==> src/rtl/br_target_pred.sv <==
`default_nettype none
// ============================================================================
//  Module      : br_target_pred
//  Description : Direct-mapped branch target buffer with a 2-bit saturating
//                counter per entry. Fetch-side lookup is purely combinational;
//                the execute stage trains entries through the update port.
//  Revision    : 1.0  initial release
// ============================================================================
module br_target_pred #(
    parameter int ADDR_W     = 32,
    parameter int INDEX_BITS = 3,
    parameter int ALLOC_CNT  = 2,
    parameter int RST_CNT    = 1
) (
    input  logic              clk,
    input  logic              rst,
    input  logic              Flush_i,
    input  logic              Update_i,
    input  logic              BranchTaken_i,
    input  logic [ADDR_W-1:0] WriteAddr_i,
    input  logic [ADDR_W-1:0] WriteTarget_i,
    input  logic [ADDR_W-1:0] ReadAddr_i,
    output logic [ADDR_W-1:0] ReadTarget_o,
    output logic              Hit_o
);

    localparam int         NUM_ENTRY   = 1 << INDEX_BITS;
    localparam int         TAG_W       = ADDR_W - INDEX_BITS - 2;
    localparam logic [1:0] c_alloc_cnt = 2'(ALLOC_CNT);
    localparam logic [1:0] c_rst_cnt   = 2'(RST_CNT);

    // Entry storage, kept in flops so every entry resets cleanly.
    logic [NUM_ENTRY-1:0]             r_valid;
    logic [NUM_ENTRY-1:0][1:0]        r_cnt;
    logic [NUM_ENTRY-1:0][TAG_W-1:0]  r_tag;
    logic [NUM_ENTRY-1:0][ADDR_W-1:0] r_target;

    logic [INDEX_BITS-1:0] w_rd_idx;
    logic [TAG_W-1:0]      w_rd_tag;
    logic                  w_rd_match;
    logic [INDEX_BITS-1:0] w_wr_idx;
    logic [TAG_W-1:0]      w_wr_tag;
    logic                  w_wr_match;
    logic [1:0]            w_cnt_cur;
    logic [1:0]            w_cnt_next;
    logic                  w_unused_addr_lsbs;

    // Byte offset within the instruction word plays no part in indexing.
    assign w_unused_addr_lsbs = ^{ReadAddr_i[1:0], WriteAddr_i[1:0]};

    assign w_rd_idx = ReadAddr_i[INDEX_BITS+1:2];
    assign w_rd_tag = ReadAddr_i[ADDR_W-1:INDEX_BITS+2];
    assign w_wr_idx = WriteAddr_i[INDEX_BITS+1:2];
    assign w_wr_tag = WriteAddr_i[ADDR_W-1:INDEX_BITS+2];

    // Fetch lookup: the target is exposed on any tag match, the redirect
    // only when the counter is in one of the two taken states.
    always_comb begin
        w_rd_match   = r_valid[w_rd_idx] && (r_tag[w_rd_idx] == w_rd_tag);
        Hit_o        = w_rd_match && r_cnt[w_rd_idx][1];
        ReadTarget_o = w_rd_match ? r_target[w_rd_idx] : '0;
    end

    // Training side: match detection and the saturating counter step.
    always_comb begin
        w_wr_match = r_valid[w_wr_idx] && (r_tag[w_wr_idx] == w_wr_tag);
        w_cnt_cur  = r_cnt[w_wr_idx];
        w_cnt_next = w_cnt_cur;
        if (BranchTaken_i) begin
            if (w_cnt_cur != 2'd3) begin
                w_cnt_next = w_cnt_cur + 2'd1;
            end
        end else begin
            if (w_cnt_cur != 2'd0) begin
                w_cnt_next = w_cnt_cur - 2'd1;
            end
        end
    end

    // State update with priority reset > flush > update. Flush leaves tags
    // and targets stale; they are unreachable once valid is cleared.
    always_ff @(posedge clk) begin
        if (!rst) begin
            r_valid  <= '0;
            r_cnt    <= {NUM_ENTRY{c_rst_cnt}};
            r_tag    <= '0;
            r_target <= '0;
        end else if (Flush_i) begin
            r_valid  <= '0;
            r_cnt    <= {NUM_ENTRY{c_rst_cnt}};
        end else if (Update_i) begin
            if (w_wr_match) begin
                r_cnt[w_wr_idx] <= w_cnt_next;
                if (BranchTaken_i) begin
                    r_target[w_wr_idx] <= WriteTarget_i;
                end
            end else if (BranchTaken_i) begin
                // Not-taken misses are never allocated.
                r_valid[w_wr_idx]  <= 1'b1;
                r_tag[w_wr_idx]    <= w_wr_tag;
                r_target[w_wr_idx] <= WriteTarget_i;
                r_cnt[w_wr_idx]    <= c_alloc_cnt;
            end
        end
    end

endmodule
`default_nettype wire

==> config.mk <==
export PLATFORM = sky130hd
export DESIGN_NAME = br_target_pred
export DESIGN_NICKNAME = d
export VERILOG_FILES = /design/src/rtl/br_target_pred.sv
export SDC_FILE = /design/constraint.sdc
export NUM_CORES = 1
export LEC_CHECK = 0
export ABC_AREA = 0
export CAP_MARGIN = 5
export CORE_MARGIN = 3
export CORE_UTILIZATION = 50
export CTS_CLUSTER_SIZE = 30
export DETAILED_ROUTE_END_ITERATION = 12
export GPL_TIMING_DRIVEN = 0
export PLACE_DENSITY = 0.66
export SLEW_MARGIN = 20
export SYNTH_ARGS = -nofsm -noshare
export SYNTH_HDL_FRONTEND = slang
export SYNTH_SLANG_ARGS = --single-unit
==> constraint.sdc <==
create_clock -name clk -period 11.84 [get_ports clk]
set_input_delay 2.368 -clock clk [delete_from_list [all_inputs] [get_ports clk]]
set_output_delay 2.368 -clock clk [all_outputs]
set_load 0.01 [all_outputs]
==> results.md, run 1 <==
* Outcome: complete, no violations
* Number of synthesized flops with an enable pin at 0
* Cell occurring most often along the worst timing path: clkbuf_1
* Final routed wirelength across all metal layers at 130000 um
* Area occupied by registers at 9930 um^2
* Critical Path Sink Type: output port
* Max-Slew Margin vs Limit at 0.148
* Final weighted congestion in routability-driven placement at 1.05
* Number of global-route vias before repair at 28135
* Power density over the cells at 121 nW/um^2
* Avg WL per Cell at 30.3 um
* Buffers & Inverters on Critical Path at 5
* Buffer levels on the longest clock path at 3
* Met3 wire length at 18700 um
* Post-synth top area share at 0.351
* Vias post-DR at 29405
* Multi-input gate area at 16800 um^2
* Peak supply drop at 0.000121 V
* Clock net sink count at 496
* Min Tclk post-route at 10.65 ns
* # port buffers at 90
* Arrival time of the worst setup path at 8.28 ns
* Average via count per standard cell at 6.88
* Cell area after synthesis at 28300 um^2
* Async SR Flop Fraction at 0
* Maximum single-stage delay on the critical path at 0.94 ns
* Number of hold-slack violations in the final timing report at 0
* Maximum number of pins on one net before global-route repair at 16
* Vertical extent of the die at 244 um
* Syn. warnings at 0
* Setup Fix Bufs, Post-CTS at 0
* Setup violation total in the final timing report at 0
* Worst clock skew at 0.0242 ns
* Startpoint of the most critical setup path: ReadAddr_i[2]
* Main flop type after synthesis: dfxtp_1
* Slowest cell on the critical path: clkbuf_1
* Fin Setup TNS at 0 ns
* Unrepaired setup endpoints after global routing: false
* Kind of path behind the tightest hold check: reg2reg
* Most common cell in the synthesized netlist: nand2_1
* Antenna violations before repair at 5
* Hold_sp: r_target[251]
* Finished Core Util at 0.578
* DRC marker count from the first detailed-route iteration at 4661
* Worst Path Class, Setup: in2out
* Total global routing track utilization at 0.422
* NumNets Final at 3581
* Static power due to leakage at 10.4 nW
* Transition time of the tightest slew-check pin at 1.27 ns
* Number of synthesized register bits at 496
* Biggest area contributors in the synthesized netlist: dfxtp_1 (35%), nand2_1 (13%), mux4_2 (12%)
* Initial core utilization at 0.509
* First-pass GRT wire length at 186000 um
* Number of fillers in the final layout at 5068
* Synth top cells by count: nand2_1 (1010), dfxtp_1 (496), nor2_1 (270), a21boi_0 (256), clkbuf_1 (255)
* Cell type contributing the most total cell area after synthesis: dfxtp_1
* TritonCTS clock tree: yes
* Top metal layer carrying routed signals: met4
* Peak fanout along the critical path at 10
* Average cell area after synthesis at 8.50 um^2
* DRC violations left at 0
* Count of cell types in the netlist at 47
* Area overhead of the layout relative to synthesis at 13.5%
* Number of max-cap violations at 0
* Met2 Routed Length at 52500 um
* List of cells traversed by the critical path: clkbuf_1, buf_2, clkbuf_1, mux4_2, mux2i_1, xor2_1, nand4_1, nor4_1, nand3_1, clkbuf_1, nor2_1, clkdlybuf4s50_1
* Fraction of layout cells with a size suffix above 1 at 0.105
* Fin. max-slew vios at 0
* Count of hold-fix buffers inserted at cts at 0
* Root Buffer Master: clkbuf_16
* Register area share after synthesis at 0.351
* TritonCTS buffer count at 56
* Portion of the clock cycle consumed by the worst path in the final layout at 0.900
* Number of placement rows at 86
* Die outline width at 244 um
* Global route overflow at 0
* Net count of the mapped netlist at 3427
* Family with the most delay on the worst path: buffers and inverters
* Die Footprint at 59400 um^2
* Startpoint Class: primary input
* Residual antenna-violating net count after detailed routing at 0
* Post_cts resized at 0
* Number of placed I/O pins at 134
* Drt pass-1 iters at 8
* Clock latency on the worst-skew pair at 0.64 ns
* Synth Instances at 3326
* Fmax achieved at 93.9 MHz
* Core outline area at 55500 um^2
* Sum of routed wire segments on met1 at 49700 um
* H-Tree Level Count at 2
* Required time reported for the critical path endpoint at 9.47 ns
* Clock slew seen by the registers of the worst setup and hold paths at 0.06 ns
* Start of the worst register-to-register path: r_tag[102]
* Detailed placement HPWL at 93500 um
-- layout by cell type, fill, tap and decap left out, drive strengths merged, types with 3 or more instances in the layout --
master	netlist	layout
nand2	1010	1010
dfxtp	496	496
clkbuf	277	366
nor2	270	270
a21boi	256	256
o311ai	225	225
a2bb2oi	216	216
mux4	154	154
mux2i	106	106
clkdlybuf4s50	0	90
buf	85	88
xnor2	35	35
nor3	22	22
nand3	20	20
xor2	18	18
mux2	13	13
nor4	12	12
a21oi	10	10
a221oi	10	10
or4	10	10
clkinv	0	9
a22o	8	8
o31a	8	8
a22oi	7	7
inv	6	7
o22ai	6	6
o21ai	6	6
nand4	5	5
nor2b	5	5
o2bb2ai	5	5
and3	5	5
diode	0	4
nand2b	4	4
bufinv	0	3
-- metal layers --
| layer | vias up | global-route usage |
|---|---|---|
| met5 | - | 0 |
| met4 | 0 | 0.242 |
| met2 | 2316 | 0.596 |
| met1 | 14267 | 0.558 |
| met3 | 540 | 0.150 |
| li1 | 12282 | - |
-- worst register-to-register path, delay by kind of cell (launching register included) --
family          cells  cell delay [ns]
mux                 1             0.51
simple gates        3             1.25
xor+xnor            1             0.14
compound gates      2             0.33
flops               1             0.39
buf+inv             5             1.45
-- path summary, 6_finish.rpt --
check                                        end  slack (ns)  depth (start not counted)
worst max-delay path            ReadTarget_o[28]        1.19                         12
worst min-delay path               r_target[251]        0.46                          2
worst max register to register         r_tag[47]        7.62                         12
worst min register to register     r_target[251]        0.46                          2
-- report_power, final --
part | internal (W) | switching [W]
Combinational | 0.000118 | 0.000240
Clock | 0.00105 | 0.000769
Sequential | 0.00169 | 0.0000155
Total | 0.00285 | 0.00102
-- final cells by class --
cell class	count	area share
tap	748	0.0292
sequential	496	0.309
inverter	6	0.000702
antenna	4	0.000312
buffer	362	0.0487
clock inverter	14	0.00585
timing repair buffer	96	0.0292
clock buffer	86	0.0528
multi-input combinational	2462	0.524
-- through the flow --
| step | hold slack (ns) | total power [W] | instance area [um^2] | std cells | worst slack, ns |
|---|---|---|---|---|---|
| 5_1_grt | 0.479 | 0.00394 | 32100 | 4271 | 1.32 |
| 3_3_place_gp | 0.447 | 0.00207 | 30100 | 4164 | 0.894 |
| 3_5_place_dp | 0.456 | 0.00208 | 30200 | 4170 | 1.34 |
| 2_1_floorplan | 0.440 | 0.00192 | 28300 | 3326 | 4.02 |
| 4_1_cts | 0.464 | 0.00385 | 32100 | 4270 | 1.34 |
| 6_report | 0.462 | 0.00388 | 32100 | 4274 | 1.19 |
-- sequential cells by signal, summed over array words and instances, names as in the netlist --
name and flops:
r_tag 216, r_valid 8, r_target 256, r_cnt 16
-- kinds of logic (layout without fill, tap and decap cells) --
kind of cell	Yosys count	in the layout	synth area share
AO/OA/AOI/OAI	767	767	0.223
XOR/XNOR	53	53	0.0164
adder cells (fa/ha/maj)	2	2	0.000708
buffers and inverters	368	564	0.0555
flip-flops	496	496	0.351
multiplexers	273	273	0.165
other	0	4	0
AND/OR/NAND/NOR	1367	1367	0.188
(Power assumes the default switching activity.)
==> run 2, diff against run 1 <==
Settings changed: CORE_ASPECT_RATIO set to 0.8, MAX_ROUTING_LAYER set to met4.
==> run 2 against run 1 <==
  * Hold slack hardly changed
  * Flip-flop and latch count did not move
  * Die area about the same
  * Wire length is 1.0% higher
  * Non-clock buffer count down 3
  * Via count rose by 2.3%
  * Register-to-register slack barely moved
  * Critical path type unchanged
  * Largest cell class unchanged
==> results.md, run 2 (synthesized netlist as in run 1, its figures left out) <==
* Slowest cell on the critical path: a2111oi_1 (was clkbuf_1)
* Maximum single-stage delay on the critical path at 1.00 ns (was 0.94 ns)
* Maximum number of pins on one net before global-route repair at 15 (was 16)
* Area overhead of the layout relative to synthesis at 13.6% (was 13.5%)
* TritonCTS buffer count at 52 (was 56)
* Fin. max-slew vios at 0 (unchanged)
* Transition time of the tightest slew-check pin at 1.25 ns (was 1.27 ns)
* Fraction of layout cells with a size suffix above 1 at 0.104 (was 0.105)
* Max-Slew Margin vs Limit at 0.163 (was 0.148)
* Buffer levels on the longest clock path at 3 (unchanged)
* Peak supply drop at 0.000107 V (was 0.000121 V)
* NumNets Final at 3574 (was 3581)
* Drt pass-1 iters at 9 (was 8)
* Number of placement rows at 77 (was 86)
* Static power due to leakage at 10.4 nW (about the same)
* Vertical extent of the die at 219 um (was 244 um)
* Global route overflow at 0 (unchanged)
* Startpoint Class: primary input (unchanged)
* Buffers & Inverters on Critical Path at 6 (was 5)
* Reg2Reg Setup Slack at 7.61 ns (was 7.62 ns)
* Placed standard-cell area at 30200 um^2 (about the same)
* Worst setup timing slack at the placement stage at 0.799 ns (was 1.34 ns)
* Total non-filler cell area in the finished layout at 32100 um^2 (about the same)
* Arrival time of the worst setup path at 9.24 ns (was 8.28 ns)
* Number of fillers in the final layout at 4922 (was 5068)
* Endpoint of the worst hold path: r_target[222] (was r_target[251])
* Final routed wirelength across all metal layers at 131000 um (was 130000 um)
* Setup violation total in the final timing report at 0 (unchanged)
* Commonest cells after routing, fill and taps aside: nand2_1 (1010), dfxtp_1 (496), nor2_1 (270), a21boi_0 (256), clkbuf_1 (255) (was nand2_1 (1010), dfxtp_1 (496), nor2_1 (267), clkbuf_1 (264), a21boi_0 (256))
* Worst reg2reg endpoint: r_tag[25] (was r_tag[47])
* Detailed placement HPWL at 94000 um (was 93500 um)
* Clock net sink count at 496 (unchanged)
* Final weighted congestion in routability-driven placement at 1.11 (was 1.05)
* Core outline area at 55600 um^2 (was 55500 um^2)
* Non-filler cells in the finished layout at 4273 (was 4274)
* # port buffers at 90 (unchanged)
* Total global routing track utilization at 0.442 (was 0.422)
* Clock latency on the worst-skew pair at 0.64 ns (about the same)
* Average via count per standard cell at 7.04 (was 6.88)
* Unrepaired setup endpoints after global routing: false (unchanged)
* Post-layout worst setup margin at 0.234 ns (was 1.19 ns)
* List of cells traversed by the critical path: buf_2, buf_2, buf_2, clkbuf_1, mux4_2, mux2i_1, xnor2_1, a2111oi_1, nand3_1, clkbuf_1, nor2_1, clkdlybuf4s50_1 (was clkbuf_1, buf_2, clkbuf_1, mux4_2, mux2i_1, xor2_1, nand4_1, nor4_1, nand3_1, clkbuf_1, nor2_1, clkdlybuf4s50_1)
* Count of hold-fix buffers inserted at cts at 0 (unchanged)
* Internal power contribution at 0.00292 W (was 0.00285 W)
* Tot Pwr at 0.00395 W (was 0.00388 W)
* Number of max-cap violations at 0 (unchanged)
* Most common cell after layout, fill and taps aside: nand2_1 (unchanged)
* Fin Setup TNS at 0 ns (unchanged)
* Worst clock skew at 0.0199 ns (was 0.0242 ns)
* First-pass GRT wire length at 187000 um (was 186000 um)
* Die outline width at 272 um (was 244 um)
* Cell total after placement at 4169 (was 4170)
* Number of instances on the worst hold path at 2 (unchanged)
* Cell occurring most often along the worst timing path: buf_2 (was clkbuf_1)
* Critical Path Sink Type: output port (unchanged)
* Number of placed I/O pins at 134 (unchanged)
* Top register by number of flip-flops: r_target (unchanged)
* Switching power summed over all nets at 0.00104 W (was 0.00102 W)
* Sequential group share of total power at 0.430 (was 0.439)
* Family with the most delay on the worst path: buffers and inverters (unchanged)
* Switching portion of total power at 0.262 (was 0.264)
* Die Footprint at 59500 um^2 (was 59400 um^2)
* Part of the total power dissipated in the clock network at 0.477 (was 0.469)
* Root Buffer Master: clkbuf_16 (unchanged)
* Start of the worst register-to-register path: r_tag[210] (was r_tag[102])
* Initial core utilization at 0.509 (about the same)
* Portion of the clock cycle consumed by the worst path in the final layout at 0.980 (was 0.900)
* Combinational cell fraction of total power at 0.093 (was 0.092)
* Outcome: complete, no violations (unchanged)
* Clock slew seen by the registers of the worst setup and hold paths at 0.07 ns (was 0.06 ns)
* Power density over the cells at 123 nW/um^2 (was 121 nW/um^2)
* Number of global-route vias before repair at 28181 (was 28135)
* H-Tree Level Count at 2 (unchanged)
* Vias post-DR at 30068 (was 29405)
* TritonCTS clock tree: yes (unchanged)
* Hold_sp: r_target[222] (was r_target[251])
* Biggest regs: r_target: 256 flops, r_tag: 216 flops, r_cnt: 16 flops (unchanged)
* Min Tclk post-route at 11.61 ns (was 10.65 ns)
* Residual antenna-violating net count after detailed routing at 0 (unchanged)
* Post_cts resized at 0 (unchanged)
* Peak fanout along the critical path at 10 (unchanged)
* DRC violations left at 0 (unchanged)
* Number of flip-flops in the largest register at 256 (unchanged)
* Worst Path Class, Setup: in2out (unchanged)
* Number of hold-slack violations in the final timing report at 0 (unchanged)
* Fmax achieved at 86.2 MHz (was 93.9 MHz)
* Kind of path behind the tightest hold check: reg2reg (unchanged)
* Setup Fix Bufs, Post-CTS at 0 (unchanged)
* DRC marker count from the first detailed-route iteration at 5275 (was 4661)
* Antenna violations before repair at 7 (was 5)
* Required time reported for the critical path endpoint at 9.47 ns (about the same)
* Avg WL per Cell at 30.7 um (was 30.3 um)
* Cell depth of the worst flop-to-flop path at 12 (unchanged)
## run 2: metrics by stage
step,hold WS [ns],utilization
global placement,0.446,0.542
global route,0.480,0.578
floorplan,0.440,-
detailed placement,0.455,0.543
finish,0.462,0.578
CTS,0.464,0.577
## run 2: area by class of cell
type | count | area (um^2) | share of cell area
clock buffer | 75 | 1600 | 0.0498
timing repair buffer | 93 | 923 | 0.0287
clock inverter | 18 | 323 | 0.0100
tap | 750 | 938 | 0.0292
multi-input combinational | 2462 | 16800 | 0.523
antenna | 11 | 27.5 | 0.000857
sequential | 496 | 9930 | 0.309
inverter | 6 | 22.5 | 0.000701
buffer | 362 | 1560 | 0.0486
## run 2: power groups by stage
stage                     Clock [W]  Sequential, W  Combinational, W
after floorplan                   0        0.00173          0.000193
after global placement            0        0.00174          0.000337
after detailed placement          0        0.00174          0.000342
after CTS                   0.00187        0.00170          0.000343
after global routing        0.00194        0.00170          0.000369
final                       0.00188        0.00170          0.000367
## run 2: worst max-delay path by stage
stage	slack (ns)	cells after the start	start	end
3_5_place_dp	0.80	12	ReadAddr_i[3]	ReadTarget_o[24]
4_1_cts	0.79	12	ReadAddr_i[3]	ReadTarget_o[24]
6_report	0.23	12	ReadAddr_i[3]	ReadTarget_o[24]
2_1_floorplan	4.02	12	ReadAddr_i[2]	ReadTarget_o[10]
5_1_grt	0.53	12	ReadAddr_i[3]	ReadTarget_o[24]
3_3_place_gp	0.30	11	ReadAddr_i[2]	ReadTarget_o[23]
## run 2: per-layer routing
layer  share of wire  vias to the layer above  global-route usage
li1                -                    12268                   -
met1            0.38                    14672               0.578
met2            0.39                     2618               0.578
met3            0.17                      510               0.192
met4           0.058                        0               0.212
met5               0                        -                   -
## run 2: tightest hold or removal path, stage by stage, from the launching register on
cell and delay, ns:
dfxtp_1 0.31, nand2_1 0.04, a21boi_0 0.06
